### src/rtl/ram_access_arbiter.sv
// Purpose: round-robin arbiter and frame sequencer for two word-level requesters sharing one framed single-port sync RAM.
// Latency: gnt in cycle 1 after req is sampled in IDLE; write done in cycle 4; read done in cycle 5 (RAM answers in 1 cycle).
// Backpressure: requesters hold req until their done pulse; the losing port simply waits in IDLE arbitration.
//
// Ports:
//   clk, rst                  rising-edge clock, synchronous active-high reset
//   p0_* / p1_*               requester ports: req/we/addr/wdata in, gnt/done one-cycle pulses out
//   rdata, err                read result and timeout flag, valid with the done pulse
//   ram_din, ram_rx_valid     command frame to the RAM ({type[1:0], payload})
//   ram_dout, ram_tx_valid    read data returned by the RAM
module ram_access_arbiter #(
    parameter int ADDR_SIZE  = 8,
    parameter int RD_TIMEOUT = 8
) (
    input  logic                 clk,
    input  logic                 rst,
    input  logic                 p0_req,
    input  logic                 p0_we,
    input  logic [ADDR_SIZE-1:0] p0_addr,
    input  logic [7:0]           p0_wdata,
    output logic                 p0_gnt,
    output logic                 p0_done,
    input  logic                 p1_req,
    input  logic                 p1_we,
    input  logic [ADDR_SIZE-1:0] p1_addr,
    input  logic [7:0]           p1_wdata,
    output logic                 p1_gnt,
    output logic                 p1_done,
    output logic [7:0]           rdata,
    output logic                 err,
    output logic [ADDR_SIZE+1:0] ram_din,
    output logic                 ram_rx_valid,
    input  logic [7:0]           ram_dout,
    input  logic                 ram_tx_valid
);

    typedef enum logic [2:0] {
        IDLE,
        ADDR,
        GAP,
        DATA,
        WAIT_RD,
        DONE
    } state_t;

    state_t               state;
    logic                 rr_ptr;     // port preferred when both request
    logic                 winner;     // port owning the current transaction
    logic                 we_q;
    logic [ADDR_SIZE-1:0] addr_q;
    logic [7:0]           wdata_q;
    logic [7:0]           rd_cnt;

    logic                 pick;
    logic                 sel_we;
    logic [ADDR_SIZE-1:0] sel_addr;
    logic [7:0]           sel_wdata;

    // A lone requester always wins; the pointer only breaks ties.
    always_comb begin
        pick      = 1'b0;
        if (p0_req && p1_req) begin
            pick = rr_ptr;
        end else begin
            pick = p1_req;
        end
        sel_we    = pick ? p1_we    : p0_we;
        sel_addr  = pick ? p1_addr  : p0_addr;
        sel_wdata = pick ? p1_wdata : p0_wdata;
    end

    always_ff @(posedge clk) begin
        if (rst) begin
            state        <= IDLE;
            rr_ptr       <= 1'b0;
            winner       <= 1'b0;
            we_q         <= 1'b0;
            addr_q       <= '0;
            wdata_q      <= 8'h00;
            rd_cnt       <= 8'h00;
            p0_gnt       <= 1'b0;
            p1_gnt       <= 1'b0;
            p0_done      <= 1'b0;
            p1_done      <= 1'b0;
            rdata        <= 8'h00;
            err          <= 1'b0;
            ram_din      <= '0;
            ram_rx_valid <= 1'b0;
        end else begin
            // Pulses default low; each state raises only what it owns.
            p0_gnt       <= 1'b0;
            p1_gnt       <= 1'b0;
            p0_done      <= 1'b0;
            p1_done      <= 1'b0;
            ram_rx_valid <= 1'b0;

            case (state)
                IDLE: begin
                    if (p0_req || p1_req) begin
                        // Request fields are frozen here until DONE.
                        winner       <= pick;
                        we_q         <= sel_we;
                        addr_q       <= sel_addr;
                        wdata_q      <= sel_wdata;
                        ram_rx_valid <= 1'b1;
                        ram_din      <= {(sel_we ? 2'b00 : 2'b10), sel_addr};
                        p0_gnt       <= ~pick;
                        p1_gnt       <= pick;
                        state        <= ADDR;
                    end
                end

                ADDR: begin
                    state <= GAP;
                end

                GAP: begin
                    ram_rx_valid <= 1'b1;
                    if (we_q) begin
                        ram_din <= {2'b01, ADDR_SIZE'(wdata_q)};
                    end else begin
                        ram_din <= {2'b11, {ADDR_SIZE{1'b0}}};
                    end
                    state <= DATA;
                end

                DATA: begin
                    if (we_q) begin
                        p0_done <= ~winner;
                        p1_done <= winner;
                        state   <= DONE;
                    end else begin
                        rd_cnt <= 8'h00;
                        state  <= WAIT_RD;
                    end
                end

                WAIT_RD: begin
                    if (ram_tx_valid) begin
                        rdata   <= ram_dout;
                        p0_done <= ~winner;
                        p1_done <= winner;
                        state   <= DONE;
                    end else if (rd_cnt == 8'(RD_TIMEOUT - 1)) begin
                        rdata   <= 8'h00;
                        err     <= 1'b1;
                        p0_done <= ~winner;
                        p1_done <= winner;
                        state   <= DONE;
                    end else begin
                        rd_cnt <= rd_cnt + 8'h01;
                    end
                end

                DONE: begin
                    // Hand priority to the other port so a re-request
                    // from the same port cannot starve a waiting peer.
                    err    <= 1'b0;
                    rr_ptr <= ~winner;
                    state  <= IDLE;
                end

                default: begin
                    state <= IDLE;
                end
            endcase
        end
    end

    // addr_q is kept as the frozen copy of the transaction address; the
    // address frame itself is issued straight from the IDLE selection.
    logic unused_addr;
    assign unused_addr = ^addr_q;

endmodule

### config.mk
export PLATFORM = sky130hd
export DESIGN_NAME = ram_access_arbiter
export DESIGN_NICKNAME = d
export VERILOG_FILES = /design/src/rtl/ram_access_arbiter.sv
export SDC_FILE = /design/constraint.sdc
export NUM_CORES = 1
export LEC_CHECK = 0
export ABC_AREA = 1
export CORE_UTILIZATION = 50
export DETAILED_ROUTE_END_ITERATION = 6
export GPL_TIMING_DRIVEN = 0
export MAX_ROUTING_LAYER = met4
export PLACE_DENSITY_LB_ADDON = 0.12
export SLEW_MARGIN = 20
export SYNTH_ARGS = -nofsm -noshare
export SYNTH_HDL_FRONTEND = slang
export SYNTH_SLANG_ARGS = --single-unit
### constraint.sdc
create_clock -name clk -period 3.3 [get_ports clk]
set_input_delay 0.33 -clock clk [delete_from_list [all_inputs] [get_ports clk]]
set_output_delay 0.33 -clock clk [all_outputs]
set_load 0.005 [all_outputs]
==> results of run 1 <==
area by class of cell:
| class | count | share of cell area (%) |
|---|---|---|
| Timing Repair Buffer | 70 | 22.78 |
| Clock buffer | 7 | 2.807 |
| Sequential cell | 46 | 29.94 |
| Inverter | 25 | 3.499 |
| Tap cell | 50 | 2.034 |
| Buffer | 10 | 2.034 |
| Multi-Input combinational cell | 223 | 36.74 |
| Clock inverter | 1 | 0.1627 |
registers in the layout, indices dropped and copies added, names as in the netlist:
name	flops
rd_cnt	8
rdata	8
err	1
ram_rx_valid	1
ram_din	10
state	3
p1_gnt	1
winner	1
p0_done	1
p1_done	1
we_q	1
p0_gnt	1
wdata_q	8
rr_ptr	1
path summary, 6_finish.rpt:
kind | cells past startpoint | to | from
max | 7 | wdata_q[7] | p0_req
min | 2 | rdata[2] | rdata[2]
max reg2reg | 8 | rd_cnt[1] | rd_cnt[0]
min reg2reg | 2 | rdata[2] | rdata[2]
worst min-delay path: stages, from the launching register on:
cell and delay [ns]:
dfxtp_1 0.31, nand2_1 0.06, a21oi_1 0.05
through the flow:
step	util [%]	hold WS [ns]	power (mW)	setup slack [ns]	instances
after floorplan	-	0.4474	1.180	1.942	304
after global routing	74.22	0.4894	1.932	1.478	432
after global placement	72.01	0.4469	1.444	1.315	424
after detailed placement	72.01	0.4510	1.456	1.284	424
final	74.22	0.4623	1.807	1.617	432
after CTS	74.22	0.4636	1.807	1.598	432
placed cells by master, fill, tap and decap left out, types with 6 or more instances in the layout:
cell and count:
nand2_2 6, a21oi_1 39, clkbuf_8 6, o21ai_0 28, o21bai_1 10, nand2_1 62, inv_1 19, clkdlybuf4s50_1 70
dfxtp_1 46, nor2_1 39, nand3_1 13
report_power, final:
| part | internal, mW | switching, mW |
|---|---|---|
| registers | 0.674 | 0.0750 |
| logic | 0.329 | 0.375 |
| clock network | 0.169 | 0.185 |
kinds of logic (layout without fill, tap and decap cells):
group                    Yosys count  in the layout  share of synthesized area, %
XOR/XNOR                           1              1                        0.3944
AND/OR/NAND/NOR                  136            136                         28.17
adder cells (fa/ha/maj)            1              1                        0.5633
buffers and inverters             35            113                         7.661
flip-flops                        46             46                         41.46
AO/OA/AOI/OAI                     85             85                         21.75
layer usage:
metal  global-route usage [%]  wire length [µm]  vias to the layer above
met5                        -                 0                        -
met4                    7.813                60                        0
met3                    5.099               222                        5
met2                    44.61              2743                       59
met1                    29.98              2441                     1015
li1                         -                 -                     1149
==> insert_results.sql, run 1 <==
INSERT INTO impl_metrics (metric_group, metric, value, unit) VALUES
('status', 'run_status', 'finished clean', ''),
('timing', 'achievable-frequency', '0.5942', 'GHz'),
('detailed_routing', 'total_wirelength_of_the_detailed_routed_design', '5469', 'µm'),
('critical_path', 'timing.setup.critical_path_class', 'in -> reg', ''),
('global_route', 'pin_count_of_the_biggest_net_entering_global_routing', '14', ''),
('timing', 'final-max-slew-violation-count', '0', ''),
('yosys', 'synth_top_area_share', '41.46', '%'),
('power', 'p_per_area', '587.6', 'mW/mm²'),
('clock_tree', 'cts_buffer_depth', '2', ''),
('critical_path', 'reg2reg_setup_slack', '1.75', 'ns'),
('detailed_routing', 'avgRoutedWirePerCell', '12.66', 'µm'),
('timing', 'finalSetupViolCount', '0', ''),
('yosys', 'synth_area_leaders', 'dfxtp_1 (41%), nand2_1 (10%), a21oi_1 (8.8%)', ''),
('critical_path', 'critical-path-top-cell-by-count', 'a21oi_1', ''),
('detailed_routing', 'routed_antenna_nets', '0', ''),
('floorplanning', 'num_rows', '23', ''),
('timing', 'worst_clock_skew', '0.01084', 'ns'),
('run', 'cap_viol_max_count', '0', ''),
('clock_tree', 'post-cts-setup-buffer-count', '0', ''),
('clock_tree', 'cts_inserted_buffers', '5', ''),
('placement', 'port-buffer-count', '70', ''),
('placement', 'detailed_place_hpwl', '3969', 'µm'),
('yosys', 'post_synth_instance_area', '0.002221', 'mm²'),
('critical_path', 'cp-start-kind', 'input port', ''),
('clock_tree', 'cts-resized-gates', '0', ''),
('yosys', 'synth_nets', '352', ''),
('global_route', 'initial_antenna_violation_count', '0', ''),
('layout', 'areaGrowthSynthToFinish', '38.48', '%'),
('placement', 'place.gp.congestion', '0.8896', ''),
('yosys', 'syn_inst', '304', ''),
('layout', 'final_design_area_no_fill', '0.003075', 'mm²'),
('clock_tree', 'cts_root_buf', 'clkbuf_8', ''),
('critical_path', 'cpPeakStageDelay', '0.52', 'ns'),
('global_route', 'grt_pass1_vias', '2007', ''),
('floorplanning', 'core_area', '0.004144', 'mm²'),
('critical_path', 'critical-path-top-delay-family', 'buffers and inverters', ''),
('floorplanning', 'die_width', '68.65', 'µm'),
('critical_path', 'critPathArrivalTime', '1.87', 'ns'),
('global_route', 'gr-usage-all-layers', '25.80', '%'),
('clock_tree', 'clk_pin_slew', '0.08', 'ns'),
('timing', 'slew_headroom', '65.17', '%'),
('critical_path', 'cp.required', '3.49', 'ns'),
('placement', 'placed_instance_area', '0.002984', 'mm²'),
('clock_tree', 'cts-hold-fix-buffers', '0', ''),
('yosys', 'synth_enable_flop_cells', '0', ''),
('critical_path', 'critical_path.endpoint_type', 'flop', ''),
('critical_path', 'cp_num_buf_inv', '3', ''),
('layout', 'fill_cells', '335', ''),
('timing', 'worst-slew-pin-transition', '0.5224', 'ns'),
('timing', 'unrepaired_setup_endpoints_after_global_routing', 'no', ''),
('yosys', 'post_synth_num_cell_types', '36', ''),
('yosys', 'most_used_standard_cell_by_instance_count_after_synthesis', 'nand2_1', ''),
('critical_path', 'crit_fanout', '10', ''),
('detailed_routing', 'dr_total_vias', '2228', ''),
('yosys', 'synthesis.area_per_instance', '7.306', 'µm²'),
('power', 'max-vdd-ir-drop', '0.4055', 'mV'),
('global_route', 'globalRoute.totalOverflow', '0', ''),
('floorplanning', 'die_area', '0.004712', 'mm²'),
('yosys', 'synth.largest_area_cell', 'dfxtp_1', ''),
('layout', 'share_of_final_layout_standard_cells_stronger_than_drive_strength_1', '9.948', '%'),
('detailed_routing', 'drt_pre_antenna_iters', '4', ''),
('clock_tree', 'cts_htree_levels', '2', ''),
('timing', 'final_hold_viol_count', '0', ''),
('critical_path', 'path_cells', 'clkdlybuf4s50_1 > nand2_1 > nand2_2 > clkinv_1 > buf_2 > a21oi_1 > a21oi_1', ''),
('critical_path', 'timing.critical_path.slowest_stage_cell', 'clkdlybuf4s50_1', ''),
('yosys', 'synthFlopType', 'dfxtp_1', ''),
('detailed_routing', 'vias_per_cell', '5.157', ''),
('layout', 'diodes', '0', ''),
('clock_tree', 'cts_num_sinks', '46', ''),
('power', 'static-leakage-power', '1.217', 'nW'),
('detailed_routing', 'count_of_unresolved_drc_violations_after_routing', '0', '');
Note: power is estimated with default switching activity, not from simulation.
==> run 2, diff against run 1 <==
Settings changed: CORE_UTILIZATION 50 to 46.
Clock period 3.3 ns to 1.76 ns, I/O delays scaled along.
==> insert_results.sql, run 2 (synthesized netlist as in run 1, its figures left out) <==
INSERT INTO impl_metrics (metric_group, metric, value, unit) VALUES
('status', 'run_status', 'finished clean', ''),
('layout', 'layout.cells.most_common', 'clkdlybuf4s50_1', ''),
('power', 'power.sequential.fraction', '41.2', '%'),
('clock_tree', 'cts-hold-fix-buffers', '0', ''),
('power', 'reported_net_switching_power', '1.204', 'mW'),
('critical_path', 'cp_num_buf_inv', '3', ''),
('critical_path', 'cp-start-kind', 'input port', ''),
('global_route', 'gr-usage-all-layers', '23.69', '%'),
('global_route', 'initial_antenna_violation_count', '0', ''),
('critical_path', 'critical-path-top-cell-by-count', 'a21oi_1', ''),
('power', 'p_int', '2.197', 'mW'),
('critical_path', 'critPathArrivalTime', '1.78', 'ns'),
('critical_path', 'timing.critical_path.slowest_stage_cell', 'clkdlybuf4s50_1', ''),
('layout', 'final_design_area_no_fill', '0.003082', 'mm²'),
('power', 'netSwitchingFraction', '35.40', '%'),
('global_route', 'first_pass_grt_wire_length', '9390', 'µm'),
('placement', 'placed_cells', '426', ''),
('timing', 'holdWs', '0.4240', 'ns'),
('critical_path', 'cp.required', '1.95', 'ns'),
('detailed_routing', 'avgRoutedWirePerCell', '12.50', 'µm'),
('timing', 'unrepaired_setup_endpoints_after_global_routing', 'no', ''),
('floorplanning', 'floorplan.io_pins', '71', ''),
('min_path', 'hold_path.startpoint', 'p0_wdata[4]', ''),
('global_route', 'grt_pass1_vias', '2127', ''),
('detailed_routing', 'total_wirelength_of_the_detailed_routed_design', '5427', 'µm'),
('detailed_routing', 'vias_per_cell', '5.088', ''),
('layout', 'layout.nets', '429', ''),
('global_route', 'globalRoute.totalOverflow', '0', ''),
('critical_path', 'critical_path.endpoint_type', 'flop', ''),
('clock_tree', 'cts_root_buf', 'clkbuf_8', ''),
('critical_path', 'cpPeakStageDelay', '0.56', 'ns'),
('clock_tree', 'cts_inserted_buffers', '5', ''),
('clock_tree', 'cts-resized-gates', '0', ''),
('floorplanning', 'die_width', '71.49', 'µm'),
('power', 'report.power.total', '3.401', 'mW'),
('critical_path', 'timing.setup.critical_path_class', 'in -> reg', ''),
('critical_path', 'path_cells', 'clkdlybuf4s50_1 > nand2_1 > nand2_2 > clkinv_1 > buf_2 > a21oi_1 > a21oi_1', ''),
('timing', 'worst-slew-pin-transition', '0.5479', 'ns'),
('layout', 'final_util', '68.42', '%'),
('timing', 'finalSetupViolCount', '0', ''),
('clock_tree', 'clk_pin_slew', '0.09', 'ns'),
('clock_tree', 'cts_num_sinks', '46', ''),
('floorplanning', 'fp.dieH', '71.49', 'µm'),
('min_path', 'worst_hold_path_type', 'in -> reg', ''),
('detailed_routing', 'count_of_unresolved_drc_violations_after_routing', '0', ''),
('critical_path', 'crit_fanout', '10', ''),
('power', 'clock_power_share', '20.2', '%'),
('critical_path', 'r2r-start', 'rd_cnt[0]', ''),
('critical_path', 'setup.worst_path.start', 'p0_req', ''),
('timing', 'slew_headroom', '63.47', '%'),
('power', 'p_per_area', '1104', 'mW/mm²'),
('timing', 'final-max-slew-violation-count', '0', ''),
('placement', 'detailed_place_hpwl', '3863', 'µm'),
('detailed_routing', 'first_iter_violations', '193', ''),
('detailed_routing', 'drt_pre_antenna_iters', '6', ''),
('layout', 'diodes', '0', ''),
('layout', 'areaGrowthSynthToFinish', '38.76', '%'),
('timing', 'final_hold_viol_count', '0', ''),
('floorplanning', 'die_area', '0.005110', 'mm²'),
('power', 'pwr-share-comb', '38.6', '%'),
('layout', 'regMostFlops', 'ram_din', ''),
('power', 'static-leakage-power', '1.216', 'nW'),
('floorplanning', 'initial_utilization', '49.31', '%'),
('global_route', 'pin_count_of_the_biggest_net_entering_global_routing', '15', ''),
('placement', 'port-buffer-count', '70', ''),
('clock_tree', 'post-cts-setup-buffer-count', '0', ''),
('layout', 'commonest_cells_after_routing_fill_and_taps_aside', 'clkdlybuf4s50_1 (70), nand2_1 (62), dfxtp_1 (46), a21oi_1 (39), nor2_1 (39)', ''),
('floorplanning', 'num_rows', '24', ''),
('critical_path', 'critical-path-top-delay-family', 'buffers and inverters', ''),
('clock_tree', 'cts_buffer_depth', '2', ''),
('layout', 'share_of_final_layout_standard_cells_stronger_than_drive_strength_1', '10.21', '%'),
('detailed_routing', 'dr_total_vias', '2208', ''),
('timing', 'achievable-frequency', '0.6307', 'GHz'),
('layout', 'final-instance-count-excl-fill', '434', ''),
('placement', 'place.gp.congestion', '0.8479', ''),
('detailed_routing', 'routed_antenna_nets', '0', ''),
('floorplanning', 'core_area', '0.004504', 'mm²'),
('power', 'max-vdd-ir-drop', '0.6051', 'mV'),
('clock_tree', 'cts_tree', 'done', ''),
('placement', 'dp_worst_setup_slack', '-0.1258', 'ns'),
('timing', 'total_neg_setup_slack', '0', 'ns'),
('timing', 'final_cycle_share', '90.09', '%'),
('layout', 'largest_register_ffs', '10', ''),
('clock_tree', 'clkLatencyLatePin', '0.30', 'ns'),
('timing', 'period_minus_slack', '1.586', 'ns'),
('timing', 'layout_setup_ws', '0.1745', 'ns'),
('run', 'cap_viol_max_count', '0', ''),
('timing', 'worst_clock_skew', '0.002495', 'ns'),
('placement', 'placed_instance_area', '0.002987', 'mm²'),
('clock_tree', 'cts_htree_levels', '2', '');
## run 2: changes by cell type in the layout (fill, tap and decap cells not counted)
cell	previous run	this run
clkinvlp_4	0	1
clkbuf_1	4	3
## run 2: routing by layer
layer	wire length (µm)	global-route usage, %	vias to the layer above
li1	-	-	1153
met1	2535	30.61	978
met2	2525	37.46	68
met3	285	4.641	9
met4	81	7.843	0
met5	0	-	-
## run 2: worst min-delay path, cell delays in order
cell	delay [ns]
clkdlybuf4s50_1	0.39
nand2_1	0.06
a21oi_1	0.06
## run 2: worst paths after layout
kind,slack [ns],end,cells after the start
max reg2reg,0.23,p1_done,7
min reg2reg,0.46,rdata[3],2
max,0.17,wdata_q[3],7
min,0.42,wdata_q[4],3
## run 2: cell type report
type                    instances  area, µm²
plain buffers                  10      62.56
clock buffers                   6      82.58
clock inverters                 2      12.51
fillers                       420       1423
inverters                      25      107.6
multi-input cells             223       1130
flip-flops and latches         46      920.9
well taps                      52      65.06
repair buffers                 70      700.7
## run 2: power by group through the flow
stage,sequential (mW),clock (mW),combinational [mW]
6_report,1.40,0.685,1.31
5_1_grt,1.43,0.739,1.46
4_1_cts,1.40,0.688,1.32
3_5_place_dp,1.42,0,1.31
3_3_place_gp,1.42,0,1.30
2_1_floorplan,1.41,0,0.802
==> RTL edit: new RTL, config.mk and constraints of run 2 <==
Encoding of `state_t`: now one-hot (6 bits for 6 states).
--- a/src/rtl/ram_access_arbiter.sv
+++ b/src/rtl/ram_access_arbiter.sv
@@ -34,13 +34,13 @@
     input  logic                 ram_tx_valid
 );
 
-    typedef enum logic [2:0] {
-        IDLE,
-        ADDR,
-        GAP,
-        DATA,
-        WAIT_RD,
-        DONE
+    typedef enum logic [5:0] {
+        IDLE    = 6'b000001,
+        ADDR    = 6'b000010,
+        GAP     = 6'b000100,
+        DATA    = 6'b001000,
+        WAIT_RD = 6'b010000,
+        DONE    = 6'b100000
     } state_t;
 
     state_t               state;
Function: same outputs for any inputs over 10 cycles, from zero or initial values and one cycle with rst high; not proved beyond that.
==> RTL edit against run 2 <==
Wire length up 9.4%. Area after synthesis increased by 8.5%. Sequential cell count grew 3. Setup slack gained 0.042 ns. Design area grew 6.4%. Synthesized cell count up 15%. Utilization down 1.2 points. Count of clock-buffer cells in the layout decreased by 1.
Power is not compared: it rests on default switching activity, and its combinational part moved more than twofold at a synthesized area within 25%.
==> RTL edit: results (changes against run 2) <==
* FILL cells at 467 (+11%)
* All-Layer GR Usage at 24.05% (+0.36 points)
* Place WS at -0.03614 ns (+0.08962 ns)
* DP Area at 3193 um^2 (+6.9%)
* Detailed-placement wirelength estimate at 4485 um (+16%)
* Deepest clock path buffer count at 2 (unchanged)
* DRT antenna net count at 0 (unchanged)
* Fraction of layout cells with a size suffix above 1 at 7.477% (-2.7 points)
* Cells after DPL at 487 (+14%)
* CP max-delay cell: dfxtp_1
* DR WL/cell at 12.00 um (-4.1%)
* Via Count at 2411 (+9.2%)
* Outcome: complete, no violations
* 1st-iter DRT viols at 119 (-38%)
* GR Util met3 at 3.794% (-0.85 points)
* Antenna violations before repair at 0 (unchanged)
* Fin nets at 475 (+11%)
* Met3 Wirelength at 233 um (-18%)
* Crit path arrival time at 1.75 ns (-0.03 ns)
* Met1 GRT Util at 30.33% (-0.28 points)
* Vias in the first global route at 2322 (+9.2%)
* M1 WL at 2805 um (+11%)
* Netlist cell types at 31 (-14%)
* CP peak stage delay at 0.33 ns (-0.23 ns)
* Post-synth top cells: nand2_1 (84), dfxtp_1 (49), inv_1 (47)
* GP Congestion at 0.8749 (+3.2%)
* Metal2 WL at 2839 um (+12%)
* Post-synthesis sequential area ratio at 40.73% (-0.74 points)
* Via/cell ratio at 4.871 (-4.3%)
* Syn_nets at 398 (+13%)
* DRT Pass-1 Iters at 5 (-1)
* Pin count of the biggest net entering global routing at 16 (+1)
* Post-Syn Area per Cell at 6.882 um^2 (-5.8%)
* First-pass GRT wire length at 10050 um (+7.0%)
* M2 GR Usage at 39.94% (+2.5 points)
* Pin slew with the least headroom to its limit at 0.6416 ns (+0.09368 ns)
* Clock Skew at 0.005619 ns (+0.003124 ns)
* Top Layer Used: met4
* Largest delay contributor family on the critical path: simple AND/OR/NAND/NOR gates
* Area contributors post-synth: dfxtp_1 (41%), nand2_1 (13%), inv_1 (7.3%), nand3_1 (7.1%), nor2_1 (6.5%)
RTL edit: cell types whose count changed after synthesis, sizes merged, moves of 2 or more:
| cell | before | now |
|---|---|---|
| nand2 | 74 | 87 |
| nor2 | 41 | 47 |
| o21bai | 10 | 1 |
| nand4 | 2 | 6 |
| o211ai | 0 | 2 |
| nand3 | 14 | 37 |
| nor3 | 4 | 0 |
| a21oi | 41 | 27 |
| dfxtp | 46 | 49 |
| inv | 23 | 49 |
RTL edit: path summary, 6_finish.rpt:
path | startpoint | depth (start not counted) | slack [ns] | end
max | state[5]$_SDFFE_PP0P_ | 6 | 0.22 | ram_din[0]$_SDFFE_PP0P_
min | ram_dout[5] | 3 | 0.42 | rdata[5]$_SDFFE_PP0P_
max reg2reg | state[5]$_SDFFE_PP0P_ | 6 | 0.22 | ram_din[0]$_SDFFE_PP0P_
min reg2reg | wdata_q[2]$_SDFFE_PP0P_ | 2 | 0.46 | wdata_q[2]$_SDFFE_PP0P_
RTL edit: cell type report:
type                            count  area (um^2)  share of cell area (%)
Multi-Input combinational cell    241         1185                   36.13
Sequential cell                    49        980.9                   29.91
Timing Repair Buffer               70        700.7                   21.37
Inverter                           50        187.7                   5.723
Tap cell                           67        83.83                   2.556
Clock buffer                        5        68.82                   2.098
Buffer                             10        55.05                   1.679
Clock inverter                      3        17.52                  0.5341
RTL edit: cells by family after synthesis:
| logic type | count (synthesis) | synth area share, % |
|---|---|---|
| simple gates | 178 | 34.60 |
| compound gates | 60 | 13.35 |
| buf+inv | 60 | 10.08 |
| flops | 49 | 40.73 |
| xor+xnor | 2 | 0.7274 |
| fa+ha+maj | 1 | 0.5194 |
RTL edit: power by group:
part | switching (W) | internal [W]
clock network | 0.000394 | 0.000275
logic | 0.000249 | 0.000258
registers | 0.0000432 | 0.00119
total | 0.000686 | 0.00172
